===== src/rtl/conv_cache_wrt_ctrl_if.sv =====
// ----------------------------------------------------------------------------
// conv_cache_wrt_ctrl_if
// Purpose : bundles the pixel stream, frame control, cache port-A write bus
//           and consumer hand-off signals of the convolution cache write
//           controller.
// Modports:
//   master - the controller: consumes the pixel stream and frame control,
//            drives the cache write port and the block hand-off signals.
//   slave  - the environment: drives pixels/frame control/consume-done and
//            observes the cache write port and hand-off signals.
// Signals :
//   start_in, row_len_in                      frame start and line length
//   pixel_data_in/valid_in/last_in            input pixel stream
//   pixel_ready_out                           stream back-pressure
//   cache_port_a_wrt_data/addr/sel/en_out     cache write port A
//   cache_blk_sel_out                         ping-pong half being written
//   blk_valid_out, blk_consume_done_in        block hand-off
//   busy_out                                  controller not idle
// ----------------------------------------------------------------------------
interface conv_cache_wrt_ctrl_if #(
  parameter int DATA_WIDTH          = 16,
  parameter int IM_CACHE_DEPTH      = 512,
  parameter int IM_CACHE_COUNT      = 4,
  parameter int IM_CACHE_ADDR_WIDTH = $clog2(IM_CACHE_DEPTH)
);
  logic                             start_in;
  logic [IM_CACHE_ADDR_WIDTH:0]     row_len_in;
  logic [DATA_WIDTH-1:0]            pixel_data_in;
  logic                             pixel_valid_in;
  logic                             pixel_last_in;
  logic                             pixel_ready_out;
  logic [DATA_WIDTH-1:0]            cache_port_a_wrt_data_out;
  logic [IM_CACHE_ADDR_WIDTH-1:0]   cache_port_a_wrt_addr_out;
  logic [IM_CACHE_COUNT-1:0]        cache_port_a_wrt_sel_out;
  logic                             cache_port_a_wrt_en_out;
  logic                             cache_blk_sel_out;
  logic                             blk_valid_out;
  logic                             blk_consume_done_in;
  logic                             busy_out;

  modport master (
    input  start_in, row_len_in, pixel_data_in, pixel_valid_in, pixel_last_in,
    input  blk_consume_done_in,
    output pixel_ready_out, cache_port_a_wrt_data_out, cache_port_a_wrt_addr_out,
    output cache_port_a_wrt_sel_out, cache_port_a_wrt_en_out, cache_blk_sel_out,
    output blk_valid_out, busy_out
  );

  modport slave (
    output start_in, row_len_in, pixel_data_in, pixel_valid_in, pixel_last_in,
    output blk_consume_done_in,
    input  pixel_ready_out, cache_port_a_wrt_data_out, cache_port_a_wrt_addr_out,
    input  cache_port_a_wrt_sel_out, cache_port_a_wrt_en_out, cache_blk_sel_out,
    input  blk_valid_out, busy_out
  );
endinterface


===== src/rtl/conv_cache_wrt_ctrl.sv =====
// ----------------------------------------------------------------------------
// conv_cache_wrt_ctrl
// Purpose : writes an incoming pixel stream into a ping-pong image cache made
//           of IM_CACHE_COUNT lines of row_len words. When one half is full it
//           is handed to the consumer (blk_valid_out) and writing continues in
//           the other half, stalling in WAIT_SWAP if the consumer still owns
//           the previously handed-off half.
// Ports   :
//   clk   - single clock, rising edge
//   reset - synchronous, active-high
//   bus   - conv_cache_wrt_ctrl_if.master (pixel stream, frame control,
//           cache port-A write bus, block hand-off, busy)
// Option  : define CONV_CACHE_WRT_LAST_FLUSH_EN to let a beat carrying
//           pixel_last_in close the block early and return to IDLE after the
//           swap. Undefined (default) ignores pixel_last_in.
// Note    : IM_CACHE_COUNT must be at least 2.
// ----------------------------------------------------------------------------
module conv_cache_wrt_ctrl #(
  parameter int DATA_WIDTH     = 16,
  parameter int IM_CACHE_DEPTH = 512,
  parameter int IM_CACHE_COUNT = 4
) (
  input  logic                  clk,
  input  logic                  reset,
  conv_cache_wrt_ctrl_if.master bus
);

  localparam int AW = $clog2(IM_CACHE_DEPTH);
  localparam logic [AW:0] ROW_MAX = (AW+1)'(IM_CACHE_DEPTH);

  typedef enum logic [1:0] {
    S_IDLE      = 2'd0,
    S_FILL      = 2'd1,
    S_WAIT_SWAP = 2'd2
  } state_t;

  // Advance the one-hot line select to the next cache line, wrapping around.
  function automatic logic [IM_CACHE_COUNT-1:0] rotl1(input logic [IM_CACHE_COUNT-1:0] v);
    return {v[IM_CACHE_COUNT-2:0], v[IM_CACHE_COUNT-1]};
  endfunction

  state_t                    r_state;
  state_t                    w_next_state;
  logic [AW:0]               r_row_len;
  logic [AW-1:0]             r_addr;
  logic [IM_CACHE_COUNT-1:0] r_line_sel;
  logic                      r_owned;
  logic                      r_flush_pend;
  logic                      r_ready;
  logic                      r_busy;
  logic                      r_blk_sel;
  logic                      r_blk_valid;
  logic [DATA_WIDTH-1:0]     r_wrt_data;
  logic [AW-1:0]             r_wrt_addr;
  logic [IM_CACHE_COUNT-1:0] r_wrt_sel;
  logic                      r_wrt_en;

  logic                      w_accept;
  logic                      w_line_end;
  logic                      w_blk_full;
  logic                      w_last_close;
  logic                      w_close;
  logic                      w_swap;
  logic                      w_start;
  logic [AW:0]               w_row_len_clamped;

  assign w_accept          = bus.pixel_valid_in && r_ready;
  assign w_line_end        = ({1'b0, r_addr} == (r_row_len - (AW+1)'(1)));
  assign w_blk_full        = w_accept && r_line_sel[IM_CACHE_COUNT-1] && w_line_end;
  assign w_row_len_clamped = (bus.row_len_in > ROW_MAX) ? ROW_MAX : bus.row_len_in;

`ifdef CONV_CACHE_WRT_LAST_FLUSH_EN
  assign w_last_close = w_accept && bus.pixel_last_in;
`else
  assign w_last_close = 1'b0;
`endif

  assign w_close = w_blk_full || w_last_close;

  // State register.
  always_ff @(posedge clk) begin
    if (reset) begin
      r_state <= S_IDLE;
    end else begin
      r_state <= w_next_state;
    end
  end

  // Next-state decode plus the start and swap strobes.
  always_comb begin
    w_next_state = r_state;
    w_swap       = 1'b0;
    w_start      = 1'b0;
    case (r_state)
      S_IDLE: begin
        if (bus.start_in && (bus.row_len_in != (AW+1)'(0))) begin
          w_start      = 1'b1;
          w_next_state = S_FILL;
        end else begin
          w_next_state = S_IDLE;
        end
      end
      S_FILL: begin
        if (w_close) begin
          // A done pulse in the same cycle releases the other half in time.
          if (!r_owned || bus.blk_consume_done_in) begin
            w_swap       = 1'b1;
            w_next_state = w_last_close ? S_IDLE : S_FILL;
          end else begin
            w_next_state = S_WAIT_SWAP;
          end
        end else begin
          w_next_state = S_FILL;
        end
      end
      S_WAIT_SWAP: begin
        if (bus.blk_consume_done_in) begin
          w_swap       = 1'b1;
          w_next_state = r_flush_pend ? S_IDLE : S_FILL;
        end else begin
          w_next_state = S_WAIT_SWAP;
        end
      end
      default: begin
        w_next_state = S_IDLE;
      end
    endcase
  end

  // Line length latch plus the address / line-select write pointer.
  always_ff @(posedge clk) begin
    if (reset) begin
      r_row_len  <= (AW+1)'(0);
      r_addr     <= AW'(0);
      r_line_sel <= IM_CACHE_COUNT'(0);
    end else if (w_start) begin
      r_row_len  <= w_row_len_clamped;
      r_addr     <= AW'(0);
      r_line_sel <= IM_CACHE_COUNT'(1);
    end else if (w_swap) begin
      r_addr     <= AW'(0);
      r_line_sel <= IM_CACHE_COUNT'(1);
    end else if (w_accept) begin
      if (w_line_end) begin
        r_addr     <= AW'(0);
        r_line_sel <= rotl1(r_line_sel);
      end else begin
        r_addr     <= r_addr + AW'(1);
      end
    end
  end

  // Consumer ownership flag and pending early-close marker for WAIT_SWAP.
  always_ff @(posedge clk) begin
    if (reset) begin
      r_owned      <= 1'b0;
      r_flush_pend <= 1'b0;
    end else begin
      // A swap hands a fresh half over, so it wins over a concurrent release.
      if (w_swap) begin
        r_owned <= 1'b1;
      end else if (bus.blk_consume_done_in) begin
        r_owned <= 1'b0;
      end
      if (w_swap || w_start) begin
        r_flush_pend <= 1'b0;
      end else if ((r_state == S_FILL) && (w_next_state == S_WAIT_SWAP)) begin
        r_flush_pend <= w_last_close;
      end
    end
  end

  // Registered cache port-A write: an accepted beat appears one cycle later.
  always_ff @(posedge clk) begin
    if (reset) begin
      r_wrt_data <= DATA_WIDTH'(0);
      r_wrt_addr <= AW'(0);
      r_wrt_sel  <= IM_CACHE_COUNT'(0);
      r_wrt_en   <= 1'b0;
    end else begin
      r_wrt_en <= w_accept;
      if (w_accept) begin
        r_wrt_data <= bus.pixel_data_in;
        r_wrt_addr <= r_addr;
        r_wrt_sel  <= r_line_sel;
      end
    end
  end

  // Registered handshake outputs, timed to track the state register.
  always_ff @(posedge clk) begin
    if (reset) begin
      r_ready     <= 1'b0;
      r_busy      <= 1'b0;
      r_blk_sel   <= 1'b0;
      r_blk_valid <= 1'b0;
    end else begin
      r_ready     <= (w_next_state == S_FILL);
      r_busy      <= (w_next_state != S_IDLE);
      r_blk_valid <= w_swap;
      if (w_swap) begin
        r_blk_sel <= ~r_blk_sel;
      end
    end
  end

  assign bus.pixel_ready_out           = r_ready;
  assign bus.busy_out                  = r_busy;
  assign bus.cache_blk_sel_out         = r_blk_sel;
  assign bus.blk_valid_out             = r_blk_valid;
  assign bus.cache_port_a_wrt_data_out = r_wrt_data;
  assign bus.cache_port_a_wrt_addr_out = r_wrt_addr;
  assign bus.cache_port_a_wrt_sel_out  = r_wrt_sel;
  assign bus.cache_port_a_wrt_en_out   = r_wrt_en;

endmodule


===== src/flat_wrapper.sv =====
// flat-port wrapper written by rule: the top's interface ports become plain ports
module conv_cache_wrt_ctrl_flat 
#(
  parameter int DATA_WIDTH     = 16,
  parameter int IM_CACHE_DEPTH = 512,
  parameter int IM_CACHE_COUNT = 4
)
  (clk, reset, bus_start_in, bus_row_len_in, bus_pixel_data_in, bus_pixel_valid_in, bus_pixel_last_in, bus_blk_consume_done_in, bus_pixel_ready_out, bus_cache_port_a_wrt_data_out, bus_cache_port_a_wrt_addr_out, bus_cache_port_a_wrt_sel_out, bus_cache_port_a_wrt_en_out, bus_cache_blk_sel_out, bus_blk_valid_out, bus_busy_out);
  conv_cache_wrt_ctrl_if #(.DATA_WIDTH(DATA_WIDTH), .IM_CACHE_DEPTH(IM_CACHE_DEPTH), .IM_CACHE_COUNT(IM_CACHE_COUNT)) bus_i ();
  input  logic clk;
  input  logic reset;
  input wire logic [$bits(bus_i.start_in)-1:0] bus_start_in;
  input wire logic [$bits(bus_i.row_len_in)-1:0] bus_row_len_in;
  input wire logic [$bits(bus_i.pixel_data_in)-1:0] bus_pixel_data_in;
  input wire logic [$bits(bus_i.pixel_valid_in)-1:0] bus_pixel_valid_in;
  input wire logic [$bits(bus_i.pixel_last_in)-1:0] bus_pixel_last_in;
  input wire logic [$bits(bus_i.blk_consume_done_in)-1:0] bus_blk_consume_done_in;
  output wire logic [$bits(bus_i.pixel_ready_out)-1:0] bus_pixel_ready_out;
  output wire logic [$bits(bus_i.cache_port_a_wrt_data_out)-1:0] bus_cache_port_a_wrt_data_out;
  output wire logic [$bits(bus_i.cache_port_a_wrt_addr_out)-1:0] bus_cache_port_a_wrt_addr_out;
  output wire logic [$bits(bus_i.cache_port_a_wrt_sel_out)-1:0] bus_cache_port_a_wrt_sel_out;
  output wire logic [$bits(bus_i.cache_port_a_wrt_en_out)-1:0] bus_cache_port_a_wrt_en_out;
  output wire logic [$bits(bus_i.cache_blk_sel_out)-1:0] bus_cache_blk_sel_out;
  output wire logic [$bits(bus_i.blk_valid_out)-1:0] bus_blk_valid_out;
  output wire logic [$bits(bus_i.busy_out)-1:0] bus_busy_out;
  assign bus_i.start_in = bus_start_in;
  assign bus_i.row_len_in = bus_row_len_in;
  assign bus_i.pixel_data_in = bus_pixel_data_in;
  assign bus_i.pixel_valid_in = bus_pixel_valid_in;
  assign bus_i.pixel_last_in = bus_pixel_last_in;
  assign bus_i.blk_consume_done_in = bus_blk_consume_done_in;
  assign bus_pixel_ready_out = bus_i.pixel_ready_out;
  assign bus_cache_port_a_wrt_data_out = bus_i.cache_port_a_wrt_data_out;
  assign bus_cache_port_a_wrt_addr_out = bus_i.cache_port_a_wrt_addr_out;
  assign bus_cache_port_a_wrt_sel_out = bus_i.cache_port_a_wrt_sel_out;
  assign bus_cache_port_a_wrt_en_out = bus_i.cache_port_a_wrt_en_out;
  assign bus_cache_blk_sel_out = bus_i.cache_blk_sel_out;
  assign bus_blk_valid_out = bus_i.blk_valid_out;
  assign bus_busy_out = bus_i.busy_out;
  conv_cache_wrt_ctrl #(.DATA_WIDTH(DATA_WIDTH), .IM_CACHE_DEPTH(IM_CACHE_DEPTH), .IM_CACHE_COUNT(IM_CACHE_COUNT)) u_core (.clk(clk), .reset(reset), .bus(bus_i));
endmodule

===== config.mk =====
export PLATFORM = sky130hd
export DESIGN_NAME = conv_cache_wrt_ctrl_flat
export DESIGN_NICKNAME = d
export VERILOG_FILES = /design/src/rtl/conv_cache_wrt_ctrl_if.sv /design/src/rtl/conv_cache_wrt_ctrl.sv /design/src/flat_wrapper.sv
export SDC_FILE = /design/constraint.sdc
export NUM_CORES = 1
export LEC_CHECK = 0
export ABC_AREA = 1
export BUFFER_PORTS_ARGS = -buffer_cell sky130_fd_sc_hd__buf_2
export CORE_ASPECT_RATIO = 0.9
export CORE_MARGIN = 2
export CORE_UTILIZATION = 45
export DETAILED_ROUTE_END_ITERATION = 10
export PLACE_DENSITY = 0.73
export SLEW_MARGIN = 0
export SYNTH_ARGS = -nofsm -noshare
export SYNTH_HDL_FRONTEND = slang
export SYNTH_SLANG_ARGS = --single-unit

===== constraint.sdc =====
create_clock -name clk -period 5.9 [get_ports clk]
set_clock_uncertainty 0.2 [all_clocks]
set_input_delay 0.59 -clock clk [delete_from_list [all_inputs] [get_ports clk]]
set_output_delay 0.59 -clock clk [all_outputs]
set_load 0.01 [all_outputs]

Word level (Yosys, flattened, before mapping)
Index checks and enable logic that the tools add are counted.
{"block": "totals", "ff_bits": 60, "input_bits": 32, "output_inout_bits": 34, "wordCells": 56}
{"block": "op_classes", "add_sub_neg": 2, "magnitude_cmp": 1, "eq_ne": 4, "mux": 19, "n_bitwise": 1, "n_reduce_logical": 15}
{"operator": "1-bit 2-to-1 mux", "count": 12}
{"operator": "9-bit by 10-bit equality test with 1-bit output", "count": 1}
{"operator": "10-bit greater-than comparator (second input constant)", "count": 1}
{"operator": "10-bit 2-to-1 mux", "count": 1}
{"operator": "10-bit nonzero test", "count": 1}
{"operator": "10-bit by 1-bit subtractor with 10-bit output (second input constant)", "count": 1}
{"operator": "9-bit by 1-bit adder with 9-bit output (second input constant)", "count": 1}
{"operator": "9-bit 2-to-1 mux", "count": 1}
{"operator": "2-bit 2-to-1 mux", "count": 3}
{"operator": "2-bit one-hot mux with 3 select lines", "count": 1}
{"operator": "3-bit nonzero test", "count": 2}
{"operator": "2-bit by 1-bit equality test with 1-bit output (second input constant)", "count": 2}
{"operator": "1-bit logical AND", "count": 4}
{"operator": "2-bit AND reduction", "count": 2}
{"operator": "2-bit nonzero test", "count": 2}
{"operator": "3-bit OR reduction", "count": 1}
{"operator": "2-bit equality test (second input constant)", "count": 1}
{"operator": "2-bit zero test", "count": 1}
{"operator": "1-bit one-hot mux with 2 select lines", "count": 1}
{"operator": "1-bit zero test", "count": 1}
{"operator": "1-bit logical OR", "count": 1}
{"operator": "1-bit NOT", "count": 1}

Depth between registers and ports, before layout
{"block": "logic_depth", "depth_word": 7, "ltp_mapped": 17, "depth_no_buf": 17}

Worst setup path before layout
Ideal clock, no wire load.
{"block": "synth_timing", "path_kind": "flip-flop to flip-flop", "startpoint": "reg u_core.r_row_len[1]", "endpoint": "reg u_core.r_addr[0]", "setup_ns": 0.119, "arrival_time_ns": 1.749, "required_ns": 5.581, "setup_slack_ns": 3.832, "path_stages_with_launch": 17, "path_buffers": 1, "synth_period_minus_slack_ns": 2.068, "path_cell_list": "dfxtp_1 > clkinv_1 > ha_1 > inv_1 > nand2_1 > nand2_1 > nor2_1 > nand3_1 > nor2_1 > nand2_1 > nor2_2 > nand4_1 > nand2_2 > nand2_4 > nand3_4 > buf_8 > nor2_2"}
{"block": "synth_between", "elab_chain_cells": 6, "elab_cells_between_ends": 7, "cone_classes": "add/sub: 1; eq/ne: 1; mux: 3; reduce/logical: 2"}
{"element": "start: declaration", "line": "conv_cache_wrt_ctrl.sv:44", "source": "logic [AW:0] r_row_len;"}
{"element": "start signal: assignment", "line": "conv_cache_wrt_ctrl.sv:133", "source": "r_row_len <= (AW+1)'(0);"}
{"element": "start signal: assignment", "line": "conv_cache_wrt_ctrl.sv:137", "source": "r_row_len <= w_row_len_clamped;"}
{"element": "10-bit by 1-bit subtractor with 10-bit output *", "line": "conv_cache_wrt_ctrl.sv:68", "source": "assign w_line_end = ({1'b0, r_addr} == (r_row_len - (AW+1)'(1)));"}
{"element": "9-bit by 10-bit equality test with 1-bit output *", "line": "conv_cache_wrt_ctrl.sv:68"}
{"element": "1-bit logical AND", "line": "conv_cache_wrt_ctrl.sv:69", "source": "assign w_blk_full = w_accept && r_line_sel[IM_CACHE_COUNT-1] && w_line_end;"}
{"element": "1-bit 2-to-1 mux", "line": "conv_cache_wrt_ctrl.sv:104", "source": "if (w_close) begin"}
{"element": "1-bit one-hot mux with 2 select lines", "line": "conv_cache_wrt_ctrl.sv:94", "source": "case (r_state)"}
{"element": "3-bit OR reduction (no line)"}
{"element": "end signal: assignment", "line": "conv_cache_wrt_ctrl.sv:148", "source": "r_addr <= r_addr + AW'(1);"}
{"element": "end: declaration", "line": "conv_cache_wrt_ctrl.sv:45", "source": "logic [AW-1:0] r_addr;"}
Mark *: on every way between the ends. The rest lies on a longest branch, timed or not.
A chain may end at the register's enable or synchronous reset.

Worst setup path after layout
{"block": "layout_timing", "startpoint": "reg u_core.r_ready (netlist: u_core.bus.pixel_ready_out)", "endpoint": "reg u_core.r_addr[7]"}
{"block": "layout_between", "elab_chain_cells": 6}
{"element": "start: declaration", "line": "conv_cache_wrt_ctrl.sv:49", "source": "logic r_ready;"}
{"element": "start signal: assignment", "line": "conv_cache_wrt_ctrl.sv:198", "source": "r_ready <= (w_next_state == S_FILL);"}
{"element": "1-bit logical AND *", "line": "conv_cache_wrt_ctrl.sv:67", "source": "assign w_accept = bus.pixel_valid_in && r_ready;"}
{"element": "1-bit logical AND (2 in a row)", "line": "conv_cache_wrt_ctrl.sv:69"}
{"element": "1-bit 2-to-1 mux", "line": "conv_cache_wrt_ctrl.sv:104"}
{"element": "1-bit one-hot mux with 2 select lines", "line": "conv_cache_wrt_ctrl.sv:94"}
{"element": "3-bit OR reduction (no line)"}
Marks and branches as above.

==> flow_metrics.tcl <==
set metrics [dict create \
    slew_headroom_pct 28.6 \
    cp-endpoint "u_core.r_addr[7]" \
    cp-startpoint "u_core.bus.pixel_ready_out" \
    synth_top_flop_cell "dfxtp_1" \
    post-route-util_pct 55.2 \
    vias 2669 \
    layout-drive-gt1-share_pct 22.1 \
    ys_seq_elements 60 \
    rrSetupSlack_ns 2.48 \
    hold_buffers 0 \
    synth_fa_ha_area_share_pct 2.67 \
    holdWs_ns 0.271 \
    synth-simple-area-share_pct 31.9 \
    multi_input_area_sq_mm 0.00138 \
    worstPathMaxFanout 39 \
    overflow 0 \
    cts-root-buf "clkbuf_8" \
    r2r_end "u_core.r_addr[7]" \
    hpwl_microns 4660 \
    numPortBuffers 64 \
    ys.warnings.count 0 \
    worst_slack_ns 2.48 \
    rsz0062_at_grt "no" \
    place_area_sq_mm 0.00315 \
    power_mw 0.939 \
    initial_utilization_pct 46.3 \
    pre_cts_slack_ns 2.17 \
    clk-insertion-delay-late_ns 0.33 \
    syn_to_final_growth_pct 19.1 \
    fin_nets 505 \
    synth_top_area_share_pct 42.6 \
    finalCriticalPeriod_ns 3.42 \
    final_cells 543 \
    io_pins 66 \
    track_usage_pct 20.2 \
    die_height_microns 79.1 \
    clkTransAtPathRegs_ns 0.06 \
    grt_pass1_vias 2466 \
    fin_setup_tns_ns 0 \
    fp.dieArea_sq_mm 0.00691 \
    p_leak_nw 1.62 \
    irDropWorstVdd_mv 0.157 \
    wl_microns 6460 \
    path_class "register to register" \
    register_area_sq_mm 0.00120 \
    first_pass_iters 5 \
    antenna_found_initial 0 \
    finalSetupViolations 0 \
    arrival_ns 3.48 \
    ys_types 29 \
    ant_nets 0 \
    min_from "u_core.bus.cache_port_a_wrt_addr_out[2]" \
    fin_crit_sh_pct 57.9 \
    yosysTopAreaCell "dfxtp_1" \
    numCtsBuffers 9 \
    cp-end-kind "register" \
    synth_area_leaders "dfxtp_1 43%, nand2_1 12%, nor2_1 9.7%" \
    post_cts_buffers 0 \
    htreeDepth 3 \
    fmax_ghz 0.293 \
    synthArstFlopShare_pct 0 \
    ctsResizeCount 0 \
    num-fill-cells 606 \
    drv_cap 0 \
    coreArea_sq_mm 0.00608 \
    cts_tree "yes" \
    synthesis.nets 444 \
    synthesis.area_sq_mm 0.00282 \
    dpl.cell_count 528 \
    die_w_microns 87.4 \
    synth_cells 406 \
    synth_top_family_by_area "simple AND/OR/NAND/NOR gates" \
    antennaDiodeCount 0 \
    vias_per_cell 4.92 \
    drc_errors 0 \
    synth_mux_area_share_pct 0 \
    rows 27 \
    reg2regPathDepth 9 \
    layout_commonest_cell "nand2_1" \
    synth_edf_count 0 \
    grt_max_degree 40 \
    final_cell_mix "91 x nand2_1, 73 x nor2_1, 64 x buf_2, 60 x dfxtp_1, 39 x inv_1" \
    design_area_sq_mm 0.00336 \
    timing.rr.start "u_core.bus.pixel_ready_out" \
    status "completed" \
    finalHoldViolCount 0 \
    slew_viol_final 0 \
    syn_avg_cell_area_sq_um 6.94 \
    cp.required_ns 5.96 \
    synth_xor_area_share_pct 2.18 \
    cts_sinks 60 \
    worstMarginPinSlew_ns 1.07 \
    synth_compound_area_share_pct 12.2 \
    start_kind "register" \
    grt_pass1_wl_microns 10900 \
    first_iter_violations 129 \
    power_density_mw_per_mm2 280 \
    finalWeightedCongestion 0.857 \
    yosysSeqAreaShare_pct 42.6 \
    cts.path.max_buffers 2 \
    wl_per_cell_microns 11.9 \
    hp-class "register to register" \
]
[layout make-up]
| cell class | instances | share of cell area [%] |
|---|---|---|
| sequential | 60 | 35.8 |
| tap | 72 | 2.68 |
| timing repair buffer | 64 | 9.55 |
| multi-input combinational | 288 | 41.0 |
| clock buffer | 14 | 5.15 |
| inverter | 44 | 4.92 |
| clock inverter | 1 | 0.895 |
[worst min path at each step]
stage | depth (start not counted) | slack, ns | endpoint
4_1_cts | 2 | 0.28 | u_core.bus.cache_port_a_wrt_addr_out[2]
6_report | 2 | 0.27 | u_core.bus.cache_port_a_wrt_addr_out[2]
3_3_place_gp | 2 | 0.26 | u_core.bus.cache_port_a_wrt_addr_out[2]
3_5_place_dp | 2 | 0.27 | u_core.bus.cache_port_a_wrt_sel_out[3]
2_1_floorplan | 2 | 0.25 | u_core.r_owned
5_1_grt | 2 | 0.29 | u_core.bus.cache_port_a_wrt_addr_out[0]
[synthesized netlist by cell type, drive strengths merged, types with 2 or more instances]
master,instances
nand2,93
nand4,2
dfxtp,60
or2,3
a211oi,4
nor2,88
inv,43
xor2,6
o21ai,37
nor3,2
a21oi,24
nand3,21
buf,4
ha,6
clkbuf,10
[flip-flops by register name, summed over array words and instances (netlist names)]
signal	cells
u_core.bus.busy_out	1
u_core.r_owned	1
u_core.r_line_sel	4
u_core.bus.cache_port_a_wrt_data_out	16
u_core.bus.cache_port_a_wrt_addr_out	9
u_core.r_addr	9
u_core.bus.pixel_ready_out	1
u_core.bus.blk_valid_out	1
u_core.r_row_len	10
u_core.r_state	2
u_core.bus.cache_blk_sel_out	1
u_core.bus.cache_port_a_wrt_en_out	1
u_core.bus.cache_port_a_wrt_sel_out	4
[kinds of logic (layout without fill, tap and decap cells)]
logic type / after synthesis / count (layout)
XOR/XNOR: 7 / 7
AND/OR/NAND/NOR: 210 / 210
buffers and inverters: 58 / 123
adder cells (fa/ha/maj): 6 / 6
flip-flops: 60 / 60
AO/OA/AOI/OAI: 65 / 65
[layer usage]
metal,track usage [%],routed length [microns],part of all wire (%)
met5,0,0,0
met4,6.31,37,0.57
met3,6.55,285,4.4
met2,31.7,2940,45
met1,26.4,3200,50
[critical path, stage by stage, from the launching register on]
cell     delay [ns]
dfxtp_1        0.33
nand2_1        0.45
inv_1          1.00
nand2_1        0.22
nor3_1         0.45
nand4_1        0.19
nor2_1         0.15
or2_2          0.12
nand3_1        0.09
nor2_2         0.13
[power by group]
part / internal [mW] / switching, mW
clock network: 0.228 / 0.148
logic: 0.0478 / 0.0815
registers: 0.423 / 0.0106
total: 0.699 / 0.240
Note: power is estimated with default switching activity, not from simulation.
